$ cat config.mk
export PLATFORM = sky130hd
export DESIGN_NAME = fwd_hazard_unit_flat
export DESIGN_NICKNAME = d
export VERILOG_FILES = /design/src/rtl/fwd_hazard_pkg.sv /design/src/rtl/fwd_hazard_if.sv /design/src/rtl/reg_scoreboard.sv /design/src/rtl/fwd_hazard_unit.sv /design/src/flat_wrapper.sv
export SDC_FILE = /design/constraint.sdc
export NUM_CORES = 1
export LEC_CHECK = 0
export ABC_AREA = 1
export CAP_MARGIN = 20
export CORE_ASPECT_RATIO = 1.2
export CORE_MARGIN = 10
export CORE_UTILIZATION = 55
export DETAILED_ROUTE_END_ITERATION = 16
export PLACE_DENSITY = 0.76
export SYNTH_ARGS = -nofsm -noshare
export SYNTH_HDL_FRONTEND = slang
export SYNTH_HIERARCHICAL = 1
export SYNTH_SLANG_ARGS = --single-unit
$ cat constraint.sdc
create_clock -name clk -period 3.2 [get_ports clk]
set_clock_uncertainty 0.1 [all_clocks]
set_input_delay 0.64 -clock clk [delete_from_list [all_inputs] [get_ports clk]]
set_output_delay 0.64 -clock clk [all_outputs]
set_load 0.02 [all_outputs]
$ cat src/rtl/fwd_hazard_pkg.sv
// Shared types and constants for the forwarding / hazard unit.
// Entry fields are sized for the largest supported register file and latency range.
package fwd_hazard_pkg;

    localparam int MAX_REG_ADDR_W = 8;
    localparam int MAX_LAT_W      = 4;

    localparam int FWD_SEL_RF = 0;

    localparam logic [MAX_LAT_W-1:0] RS_ALU  = MAX_LAT_W'(0);
    localparam logic [MAX_LAT_W-1:0] RS_LOAD = MAX_LAT_W'(1);

    typedef struct packed {
        logic                      valid;
        logic [MAX_REG_ADDR_W-1:0] rd;
        logic                      reg_write;
        logic [MAX_LAT_W-1:0]      ready_stage;
    } fwd_entry_t;

endpackage

$ cat src/rtl/fwd_hazard_if.sv
// ID-stage <-> hazard unit signal bundle; the ID stage is the master.
interface fwd_hazard_if #(
    parameter int NUM_SRC    = 2,
    parameter int REG_ADDR_W = 6,
    parameter int FWD_STAGES = 2,
    parameter int LAT_W      = 2,
    parameter int CNT_W      = 32
);
    localparam int SEL_W = $clog2(FWD_STAGES + 1);

    logic                                  id_valid;
    logic [NUM_SRC-1:0][REG_ADDR_W-1:0]    id_rs;
    logic [NUM_SRC-1:0]                    id_rs_used;
    logic [REG_ADDR_W-1:0]                 id_rd;
    logic                                  id_reg_write;
    logic [LAT_W-1:0]                      id_ready_stage;
    logic                                  id_long_op;
    logic                                  lu_wb_valid;
    logic [REG_ADDR_W-1:0]                 lu_wb_rd;
    logic                                  ext_stall;
    logic                                  flush;
    logic [NUM_SRC-1:0][SEL_W-1:0]         fwd_sel;
    logic                                  hazard_stall;
    logic [CNT_W-1:0]                      stall_count;

    modport master (
        output id_valid, id_rs, id_rs_used, id_rd, id_reg_write, id_ready_stage,
               id_long_op, lu_wb_valid, lu_wb_rd, ext_stall, flush,
        input  fwd_sel, hazard_stall, stall_count
    );

    modport slave (
        input  id_valid, id_rs, id_rs_used, id_rd, id_reg_write, id_ready_stage,
               id_long_op, lu_wb_valid, lu_wb_rd, ext_stall, flush,
        output fwd_sel, hazard_stall, stall_count
    );

endinterface

$ cat src/rtl/reg_scoreboard.sv
// Busy bit per architectural register for results owed by long-latency units.
// A set and a clear of the same register in one cycle leaves it busy.
module reg_scoreboard #(
    parameter int ADDR_W = 6,
    parameter int NUM_RD = 3
) (
    input  logic                           clk,
    input  logic                           reset_n,
    input  logic                           set_en,
    input  logic [ADDR_W-1:0]              set_addr,
    input  logic                           clr_en,
    input  logic [ADDR_W-1:0]              clr_addr,
    input  logic [NUM_RD-1:0][ADDR_W-1:0]  rd_addr,
    output logic [NUM_RD-1:0]              rd_busy
);

    localparam int NUM_REGS = 1 << ADDR_W;

    logic [NUM_REGS-1:0] busy_q;
    logic [NUM_REGS-1:0] busy_d;

    // Register 0 is hardwired zero, so it is never marked busy.
    always_comb begin
        busy_d = busy_q;
        if (clr_en) begin
            busy_d[clr_addr] = 1'b0;
        end
        if (set_en && (set_addr != '0)) begin
            busy_d[set_addr] = 1'b1;
        end
    end

    always_ff @(posedge clk or negedge reset_n) begin
        if (!reset_n) begin
            busy_q <= '0;
        end else begin
            busy_q <= busy_d;
        end
    end

    always_comb begin
        rd_busy = '0;
        for (int r = 0; r < NUM_RD; r++) begin
            rd_busy[r] = busy_q[rd_addr[r]];
        end
    end

endmodule

$ cat src/rtl/fwd_hazard_unit.sv
// Forward-select and stall generation for the ID stage: tracks in-flight destinations
// through FWD_STAGES slots and long-latency results through a register scoreboard.
module fwd_hazard_unit
    import fwd_hazard_pkg::*;
#(
    parameter int NUM_SRC    = 2,
    parameter int REG_ADDR_W = 6,
    parameter int FWD_STAGES = 2,
    parameter int LAT_W      = 2,
    parameter int CNT_W      = 32
) (
    input  logic         clk,
    input  logic         reset_n,
    fwd_hazard_if.slave  bus
);

    localparam int SEL_W = $clog2(FWD_STAGES + 1);

    fwd_entry_t [FWD_STAGES-1:0]          stage_q;
    fwd_entry_t                           new_entry;
    logic [NUM_SRC-1:0][SEL_W-1:0]        sel;
    logic [NUM_SRC-1:0]                   data_haz;
    logic                                 busy_haz;
    logic                                 hazard;
    logic                                 issue;
    logic [CNT_W-1:0]                     stall_cnt_q;
    logic [NUM_SRC:0][REG_ADDR_W-1:0]     sb_addr;
    logic [NUM_SRC:0]                     sb_busy;

    // Scan oldest to youngest so the youngest matching stage overwrites older ones.
    always_comb begin
        sel      = '0;
        data_haz = '0;
        for (int i = 0; i < NUM_SRC; i++) begin
            sel[i] = SEL_W'(FWD_SEL_RF);
            for (int k = FWD_STAGES - 1; k >= 0; k--) begin
                if (stage_q[k].valid && stage_q[k].reg_write &&
                    (stage_q[k].rd != '0) &&
                    (stage_q[k].rd == MAX_REG_ADDR_W'(bus.id_rs[i])) &&
                    bus.id_rs_used[i]) begin
                    sel[i]      = SEL_W'(k + 1);
                    data_haz[i] = (stage_q[k].ready_stage > MAX_LAT_W'(k));
                end
            end
        end
    end

    // Last read port checks the destination for a write-after-write on a busy register.
    always_comb begin
        sb_addr = '0;
        for (int i = 0; i < NUM_SRC; i++) begin
            sb_addr[i] = bus.id_rs[i];
        end
        sb_addr[NUM_SRC] = bus.id_rd;
    end

    always_comb begin
        busy_haz = sb_busy[NUM_SRC] & bus.id_reg_write;
        for (int i = 0; i < NUM_SRC; i++) begin
            busy_haz = busy_haz | (sb_busy[i] & bus.id_rs_used[i]);
        end
    end

    assign hazard = bus.id_valid && !bus.flush && ((|data_haz) || busy_haz);
    assign issue  = bus.id_valid && !hazard && !bus.flush && !bus.ext_stall;

    reg_scoreboard #(
        .ADDR_W (REG_ADDR_W),
        .NUM_RD (NUM_SRC + 1)
    ) u_scoreboard (
        .clk      (clk),
        .reset_n  (reset_n),
        .set_en   (issue && bus.id_long_op),
        .set_addr (bus.id_rd),
        .clr_en   (bus.lu_wb_valid),
        .clr_addr (bus.lu_wb_rd),
        .rd_addr  (sb_addr),
        .rd_busy  (sb_busy)
    );

    // Long ops never forward through the pipeline; their result arrives via the scoreboard.
    always_comb begin
        new_entry = '0;
        if (issue) begin
            new_entry.valid       = 1'b1;
            new_entry.rd          = MAX_REG_ADDR_W'(bus.id_rd);
            new_entry.reg_write   = bus.id_reg_write && !bus.id_long_op;
            new_entry.ready_stage = MAX_LAT_W'(bus.id_ready_stage);
        end
    end

    always_ff @(posedge clk or negedge reset_n) begin
        if (!reset_n) begin
            stage_q     <= '0;
            stall_cnt_q <= '0;
        end else if (!bus.ext_stall) begin
            for (int k = FWD_STAGES - 1; k > 0; k--) begin
                stage_q[k] <= stage_q[k-1];
            end
            stage_q[0] <= new_entry;
            if (hazard && (stall_cnt_q != '1)) begin
                stall_cnt_q <= stall_cnt_q + CNT_W'(1);
            end
        end
    end

    assign bus.fwd_sel      = sel;
    assign bus.hazard_stall = hazard;
    assign bus.stall_count  = stall_cnt_q;

endmodule

$ cat src/flat_wrapper.sv
// flat-port wrapper written by rule: the top's interface ports become plain ports
module fwd_hazard_unit_flat import fwd_hazard_pkg::*;
#(
    parameter int NUM_SRC    = 2,
    parameter int REG_ADDR_W = 6,
    parameter int FWD_STAGES = 2,
    parameter int LAT_W      = 2,
    parameter int CNT_W      = 32
)
  (clk, reset_n, bus_id_valid, bus_id_rs, bus_id_rs_used, bus_id_rd, bus_id_reg_write, bus_id_ready_stage, bus_id_long_op, bus_lu_wb_valid, bus_lu_wb_rd, bus_ext_stall, bus_flush, bus_fwd_sel, bus_hazard_stall, bus_stall_count);
  fwd_hazard_if #(.NUM_SRC(NUM_SRC), .REG_ADDR_W(REG_ADDR_W), .FWD_STAGES(FWD_STAGES), .LAT_W(LAT_W), .CNT_W(CNT_W)) bus_i ();
  input  logic clk;
  input  logic reset_n;
  input wire logic [$bits(bus_i.id_valid)-1:0] bus_id_valid;
  input wire logic [$bits(bus_i.id_rs)-1:0] bus_id_rs;
  input wire logic [$bits(bus_i.id_rs_used)-1:0] bus_id_rs_used;
  input wire logic [$bits(bus_i.id_rd)-1:0] bus_id_rd;
  input wire logic [$bits(bus_i.id_reg_write)-1:0] bus_id_reg_write;
  input wire logic [$bits(bus_i.id_ready_stage)-1:0] bus_id_ready_stage;
  input wire logic [$bits(bus_i.id_long_op)-1:0] bus_id_long_op;
  input wire logic [$bits(bus_i.lu_wb_valid)-1:0] bus_lu_wb_valid;
  input wire logic [$bits(bus_i.lu_wb_rd)-1:0] bus_lu_wb_rd;
  input wire logic [$bits(bus_i.ext_stall)-1:0] bus_ext_stall;
  input wire logic [$bits(bus_i.flush)-1:0] bus_flush;
  output wire logic [$bits(bus_i.fwd_sel)-1:0] bus_fwd_sel;
  output wire logic [$bits(bus_i.hazard_stall)-1:0] bus_hazard_stall;
  output wire logic [$bits(bus_i.stall_count)-1:0] bus_stall_count;
  assign bus_i.id_valid = bus_id_valid;
  assign bus_i.id_rs = bus_id_rs;
  assign bus_i.id_rs_used = bus_id_rs_used;
  assign bus_i.id_rd = bus_id_rd;
  assign bus_i.id_reg_write = bus_id_reg_write;
  assign bus_i.id_ready_stage = bus_id_ready_stage;
  assign bus_i.id_long_op = bus_id_long_op;
  assign bus_i.lu_wb_valid = bus_lu_wb_valid;
  assign bus_i.lu_wb_rd = bus_lu_wb_rd;
  assign bus_i.ext_stall = bus_ext_stall;
  assign bus_i.flush = bus_flush;
  assign bus_fwd_sel = bus_i.fwd_sel;
  assign bus_hazard_stall = bus_i.hazard_stall;
  assign bus_stall_count = bus_i.stall_count;
  fwd_hazard_unit #(.NUM_SRC(NUM_SRC), .REG_ADDR_W(REG_ADDR_W), .FWD_STAGES(FWD_STAGES), .LAT_W(LAT_W), .CNT_W(CNT_W)) u_core (.clk(clk), .reset_n(reset_n), .bus(bus_i));
endmodule
==> flow_summary.ini, run 1 <==
[run_status]
run_status = finished clean

[pwr]
power.share.combinational_pct = 17.7
clock_power_share_pct = 44.1
leakagePower_nw = 4.91
power.net_switching_mw = 1.16
internal-power_mw = 3.01
power_density_nw_per_um2 = 405
pwr-share-seq_pct = 38.2
power_mw = 4.18
power.share.switching_pct = 27.9
peakVddDrop_uv = 315

[placement]
globalplace.congestion = 0.990
dpl.cell_count = 1576
placedInstanceArea_um2 = 9560
dpl.hpwl_um = 20900
numPortBuffers = 72

[global_route]
largest_net_degree_at_the_start_of_global_routing = 56
grt_overflow_total = 0
grt_pass1_vias = 8859
grt_first_pass_wirelength_um = 47300
antenna_found_initial = 0
grt_util_all_layers_pct = 28.3

[final_layout]
non_filler_cell_area_final_um2 = 10300
finalCoreUtilization_pct = 69.3
antenna_cells = 0
layout-area-overhead-vs-synth_pct = 24.1
register_area_um2 = 2880
layout.cells.non_filler = 1614
number_of_fill_cells = 1339
multiInputGateArea_um2 = 4720
finalNetCount = 1436
drive_above_1_share_pct = 12.1

[detailed_routing]
vias_per_cell = 5.94
antenna_violating_nets_post_route = 0
firstDrtPassIters = 6
drc = 0
drt_iter0_drc = 1280
route.vias.total = 9585
avgRoutedWirePerCell_um = 18.4
finalWirelength_um = 29700

[hold_path]
min_path_type = input port to async pin

[cts]
cts_hold_buf = 0
tritoncts_num_sinks = 115
clockRootBuffer = clkbuf_16
clk_transition_reported_paths_ns = 0.05
cts-root-to-sink-buffers = 2
h-tree-depth = 4
numCtsBuffers = 17
clkLatencyLatePin_ns = 0.41
tritoncts_clock_tree = built

[floorplan]
boundaryPins = 73
fp.coreArea_um2 = 14900
initial_utilization_pct = 55.8
floorplan.die_area_um2 = 20500
num_rows = 49
die-height_um = 155
die_width_um = 132

[yosys]
synth_top_cell_by_area = dfrtp_1
synthCells = 1273
synthTopCellsByArea = dfrtp_1 (35%), nand2_1 (21%), nand3_1 (14%), o21ai_0 (5.0%), inv_1 (3.8%)
synthDistinctLibCells = 35
total_nets_after_synthesis = 1310
synth.top_cell.area_share_pct = 34.6
synthesis.area_um2 = 8320
ys_warn_count = 6
synth.yosys.seq_area_share_pct = 34.6
avgSynthCellArea_um2 = 6.53
synth-seq-cells = 115

[critical_path]
crit_arrival_ns = 2.33
r2r_cells = 19
worstReg2RegStart = u_core/u_scoreboard/busy_q[55]
crit_path_cell_trace = clkdlybuf4s50_1 -> inv_1 -> buf_4 -> buf_4 -> a21oi_1 -> nand4_1 -> nor4_1 -> dlygate4sd2_1
worst_path_most_repeated_cell = buf_4
cp_num_buf_inv = 5
cp_max_fo = 2
reg2reg_setup_slack_ns = 0.50
cpPeakStageDelay_ns = 0.50
critical_path_depth = 8
worstPathRequired_ns = 2.46
crit_path_end_kind = output pin
cp-start-kind = input port
worstReg2RegEnd = u_core/u_scoreboard/busy_q[32]
critical_path_class = input port to output pin
critical-path-slowest-cell = clkdlybuf4s50_1
timing.critical_path.max_delay_family = buffers and inverters

[sta]
post-route-period-util_pct = 95.9
shortest_clock_period_the_worst_path_allows_after_layout_ns = 3.07
setup_viol = 0
max_clock_freq_ghz = 0.326
final_max_slew_viol_count = 0
unrepaired_setup_endpoints_after_global_routing = no
worst-slew-pin-transition_ns = 0.719
hold_violations = 0
slew_headroom_pct = 52.1

[flow_run]
cap_violations = 0
[worst register-to-register path, cell delays in order, from the launching register on]
cell,delay (ns)
dfrtp_1,0.42
nand2_1,0.09
nand3_1,0.08
nand3_1,0.10
nand2_1,0.06
nand2_1,0.07
nand3_2,0.09
nand3_1,0.10
nand2_1,0.06
nand2_1,0.08
nand3_2,0.12
a21oi_4,0.16
nand2_4,0.06
inv_1,0.07
nand2_1,0.06
nor2_1,0.14
buf_4,0.18
buf_4,0.13
nand2_1,0.18
o21ai_0,0.25
[cell families after synthesis]
logic type / after synthesis / synth area share (%)
adder cells (fa/ha/maj): 1 / 0.150
XOR/XNOR: 32 / 3.37
multiplexers: 2 / 0.271
buffers and inverters: 148 / 9.16
flip-flops: 115 / 34.6
AND/OR/NAND/NOR: 831 / 43.4
AO/OA/AOI/OAI: 144 / 9.03
[flip-flops by register name (all words and copies together) (netlist names)]
signal	flops
u_core/u_scoreboard/busy_q	64
u_core/bus.stall_count	32
u_core/stage_q	19
[per-stage QoR]
stage	hold slack, ns	setup WS, ns	TNS, ns
after global placement	0.363	-0.779	-35.50
after floorplan	0.244	0.217	0
after global routing	0.225	0.000317	0
after detailed placement	0.367	-0.792	-37.80
after CTS	0.194	-0.125	-0.125
final	0.176	0.131	0
[cell usage in the layout, fill, tap and decap left out, types with 2 or more instances in the layout]
cell type and n:
bufinv_16 2, buf_2 3, inv_4 4, o21ai_1 48, o21ai_0 83, a21oi_1 6, mux2_2 2, clkinv_4 2
nor4_1 2, nor3_1 24, buf_6 6, o2111ai_1 3, nor3_2 8, clkbuf_2 4, clkbuf_8 4, xor2_1 18
nand3_2 7, nand3_1 222, buf_12 10, nand2_2 12, nand2_4 2, xnor2_1 14, nand4_1 22, clkbuf_16 18
clkinv_2 3, dfrtp_1 115, buf_4 65, clkbuf_1 4, nand2_1 473, nor2_1 53, inv_1 83, nor2_2 2
clkdlybuf4s50_1 53, dlygate4sd2_1 5, dlymetal6s2s_1 5, inv_2 9
[per-layer routing]
layer	vias to the layer above	routed length, um	track usage (%)
met5	-	0	0
met4	0	1080	12.1
met3	97	3410	7.06
met2	618	13500	43.8
met1	4431	11700	37.0
li1	4439	-	-
[Yosys cell counts]
cell type,count
ha_1,1
nor3b_1,1
o21ai_1,48
clkbuf_1,5
mux2_2,2
nand4_1,22
buf_2,13
inv_2,10
o2111ai_1,3
o21ai_0,83
inv_4,4
nand3b_1,1
dfrtp_1,115
buf_4,12
nor2_1,53
buf_1,1
buf_6,18
nor3_2,7
nand2_1,474
or2_2,1
o21a_1,1
nor4_1,2
xor2_1,18
nand2_2,11
a21oi_1,6
nor3_1,25
inv_1,85
nand2_4,2
xnor2_1,14
nor2_2,2
nor3_4,1
a21oi_4,1
o22ai_1,1
a221oi_1,1
nand3_1,229
[power by group through the flow]
stage / logic (mW) / clock network (mW) / registers (mW)
floorplan: 0.395 / 0 / 1.61
detailed placement: 0.698 / 0 / 1.62
global route: 0.813 / 1.93 / 1.60
finish: 0.738 / 1.84 / 1.60
CTS: 0.712 / 1.86 / 1.59
global placement: 0.690 / 0 / 1.61
[how the worst max path moves through the flow]
stage	startpoint	slack (ns)	to
3_3_place_gp	bus_id_rd[0]	-0.78	bus_hazard_stall
6_report	bus_id_rs_used[0]	0.13	bus_fwd_sel[1]
3_5_place_dp	bus_id_rd[0]	-0.79	bus_hazard_stall
4_1_cts	bus_id_rd[0]	-0.13	bus_hazard_stall
2_1_floorplan	bus_id_rs[1]	0.22	u_core/u_scoreboard/busy_q[23]
5_1_grt	bus_id_rs[9]	0.0003	bus_hazard_stall
[layout make-up]
type | instances | area share [%]
multi-input combinational | 1010 | 45.7
sequential | 115 | 27.9
timing repair buffer | 154 | 14.3
clock buffer | 25 | 4.80
inverter | 99 | 3.90
tap | 204 | 2.47
clock inverter | 5 | 0.728
timing repair inverter | 2 | 0.121
[timing repair]
action,CTS,global route
resized for setup,39,34
setup buffers,1,2
pin swaps,0,2
setup endpoints to repair,55,54
cloned,1,4
No activity file was read; power rests on OpenSTA's default activity.
==> run 2, diff against run 1 <==
--- a/config.mk
+++ b/config.mk
@@ -9,9 +9,10 @@
 export CAP_MARGIN = 20
 export CORE_ASPECT_RATIO = 1.2
 export CORE_MARGIN = 10
-export CORE_UTILIZATION = 55
+export CORE_UTILIZATION = 25
+export CTS_BUF_LIST = sky130_fd_sc_hd__clkbuf_8
 export DETAILED_ROUTE_END_ITERATION = 16
-export PLACE_DENSITY = 0.76
+export PLACE_DENSITY = 0.4
 export SYNTH_ARGS = -nofsm -noshare
 export SYNTH_HDL_FRONTEND = slang
 export SYNTH_HIERARCHICAL = 1
==> run 2 against run 1 <==
Compared with the run above:
- hold slack lost 0.055 ns
- sequential power about the same
- cell area up 3.1%
- first-iteration DRC count decreased by 45%
- critical path type unchanged
- global-route usage is 12 points lower
- routed wire length rose by 17%
- critical path depth grew 10
- critical endpoint is now bus_hazard_stall
- clock-buffer cell count fell by 6
- fmax grew 0.47%
- highest routed layer unchanged
- flip-flop and latch count stayed put
==> flow_summary.ini, run 2 (synthesized netlist as in run 1, its figures left out) <==
[final_layout]
antenna_cells = 0
finalNetCount = 1443
layout.cells.non_filler = 1869
layout-area-overhead-vs-synth_pct = 27.9
mostFrequentLayoutCell = nand2_1
most-common-layout-cells = nand2_1 (462), nand3_1 (220), dfrtp_1 (114)
non_filler_cell_area_final_um2 = 10600
finalCoreUtilization_pct = 32.3
drive_above_1_share_pct = 14.3
largest-register = u_core/u_scoreboard/busy_q
flip_flop_count_of_the_largest_register_after_layout = 64

[hold_path]
min_path_type = input port to async pin

[critical_path]
cp-start-kind = input port
worstReg2RegEnd = u_core/u_scoreboard/busy_q[24]
crit_path_cell_trace = clkbuf_2 -> buf_12 -> clkbuf_16 -> nand2_1 -> nand3_1 -> nand3_1 -> nand2_1 -> nand2_1 -> nand3_1 -> nand3_2 -> nand2_2 -> nand2_4 -> nand3_4 -> a21oi_4 -> nand2_4 -> inv_2 -> nor2_1 -> buf_4
crit_arrival_ns = 2.31
critical-path-slowest-cell = clkbuf_16
worstPathRequired_ns = 2.46
reg2reg_setup_slack_ns = 0.52
cpPeakStageDelay_ns = 0.16
startpoint = bus_id_rd[0]
critical_path_class = input port to output pin
cp_max_fo = 8
crit_path_end_kind = output pin
worst_setup_path_endpoint = bus_hazard_stall
r2r_cells = 20
worstReg2RegStart = u_core/u_scoreboard/busy_q[47]

[floorplan]
floorplan.die_area_um2 = 41000
die-height_um = 220
die_width_um = 187
num_rows = 73
initial_utilization_pct = 25.2
fp.coreArea_um2 = 33000
boundaryPins = 73

[global_route]
largest_net_degree_at_the_start_of_global_routing = 46
grt_overflow_total = 0
grt_first_pass_wirelength_um = 54300
antenna_found_initial = 0
grt_pass1_vias = 9053
grt_util_all_layers_pct = 16.8

[detailed_routing]
drt_iter0_drc = 709
vias_per_cell = 4.85
firstDrtPassIters = 5
antenna_violating_nets_post_route = 0
avgRoutedWirePerCell_um = 18.6
drc = 0
route.vias.total = 9058
finalWirelength_um = 34800

[pwr]
power_density_nw_per_um2 = 357
peakVddDrop_uv = 207
leakagePower_nw = 4.93

[cts]
numCtsBuffers = 17
cts-root-to-sink-buffers = 2
clk_transition_reported_paths_ns = 0.07
h-tree-depth = 4
clkLatencyLatePin_ns = 0.45
cts_hold_buf = 0
clockRootBuffer = clkbuf_8
tritoncts_num_sinks = 115
tritoncts_clock_tree = built

[placement]
dpl.hpwl_um = 26000
pre_cts_slack_ns = -0.873
placedInstanceArea_um2 = 10000
globalplace.congestion = 0.909
dpl.cell_count = 1828
numPortBuffers = 72

[sta]
hold_violations = 0
shortest_clock_period_the_worst_path_allows_after_layout_ns = 3.05
setup_viol = 0
layout_setup_ws_ns = 0.146
post-route-period-util_pct = 95.4
tns_ns = 0
slew_headroom_pct = 53.8
max_clock_freq_ghz = 0.327
final_max_slew_viol_count = 0
unrepaired_setup_endpoints_after_global_routing = no
worst-slew-pin-transition_ns = 0.693

[flow_run]
cap_violations = 0

[run_status]
run_status = finished clean
==> run 2: changes by cell type in the layout (fill, tap and decap cells not counted), moves of 7 or more <==
cell,delta
clkbuf_16,-15
buf_4,+7
nand2_1,-11
nand2_2,+10
clkbuf_8,+15
==> run 2: layer usage <==
| layer | global-route usage, % | part of all wire (%) | up-vias | wire length, um |
|---|---|---|---|---|
| met5 | 0 | 0 | - | 0 |
| met4 | 4.22 | 1.5 | 0 | 517 |
| met3 | 2.29 | 3.9 | 27 | 1370 |
| met2 | 28.6 | 48 | 211 | 16800 |
| met1 | 22.0 | 46 | 4372 | 16100 |
| li1 | - | - | 4448 | - |
==> run 2: worst max-delay path: cells and delay by family <==
family | cells | cell delay, ns
simple gates | 12 | 0.86
compound gates | 1 | 0.16
buf+inv | 5 | 0.61
==> run 2: layout make-up <==
| class | instances | area, um2 |
|---|---|---|
| tap | 450 | 563 |
| fill | 3643 | 22300 |
| clock buffer | 19 | 262 |
| sequential | 115 | 2880 |
| timing repair buffer | 163 | 1610 |
| multi-input combinational | 1010 | 4780 |
| inverter | 99 | 398 |
| clock inverter | 13 | 143 |
==> run 2: stage by stage <==
step	power (mW)	hold slack, ns
4_1_cts	3.80	0.138
2_1_floorplan	2.00	0.244
5_1_grt	3.99	0.159
3_3_place_gp	2.37	0.370
6_report	3.80	0.121
3_5_place_dp	2.37	0.372
==> run 2: report_power, final <==
group          internal [mW]  total [mW]  leakage [nW]  switching (mW)
combinational          0.303       0.770          3.12           0.467
clock                  0.796        1.43         0.219           0.632
sequential              1.51        1.60          1.59          0.0909
==> run 2: worst min-delay path by stage <==
stage,from,endpoint,slack (ns),depth (start not counted)
after floorplan,reset_n,u_core/bus.stall_count[0],0.24,0
after global placement,u_core/stage_q[0],u_core/stage_q[0],0.37,2
after detailed placement,u_core/stage_q[0],u_core/stage_q[0],0.37,2
after CTS,reset_n,u_core/u_scoreboard/busy_q[16],0.14,1
after global routing,reset_n,u_core/u_scoreboard/busy_q[27],0.16,1
final,reset_n,u_core/u_scoreboard/busy_q[27],0.12,1
==> run 2: what timing repair did <==
item	4_1_cts	5_1_grt
setup endpoints to repair	61	55
gates cloned	1	4
pin swaps	2	9
resized for setup	31	57
setup buffers	3	1
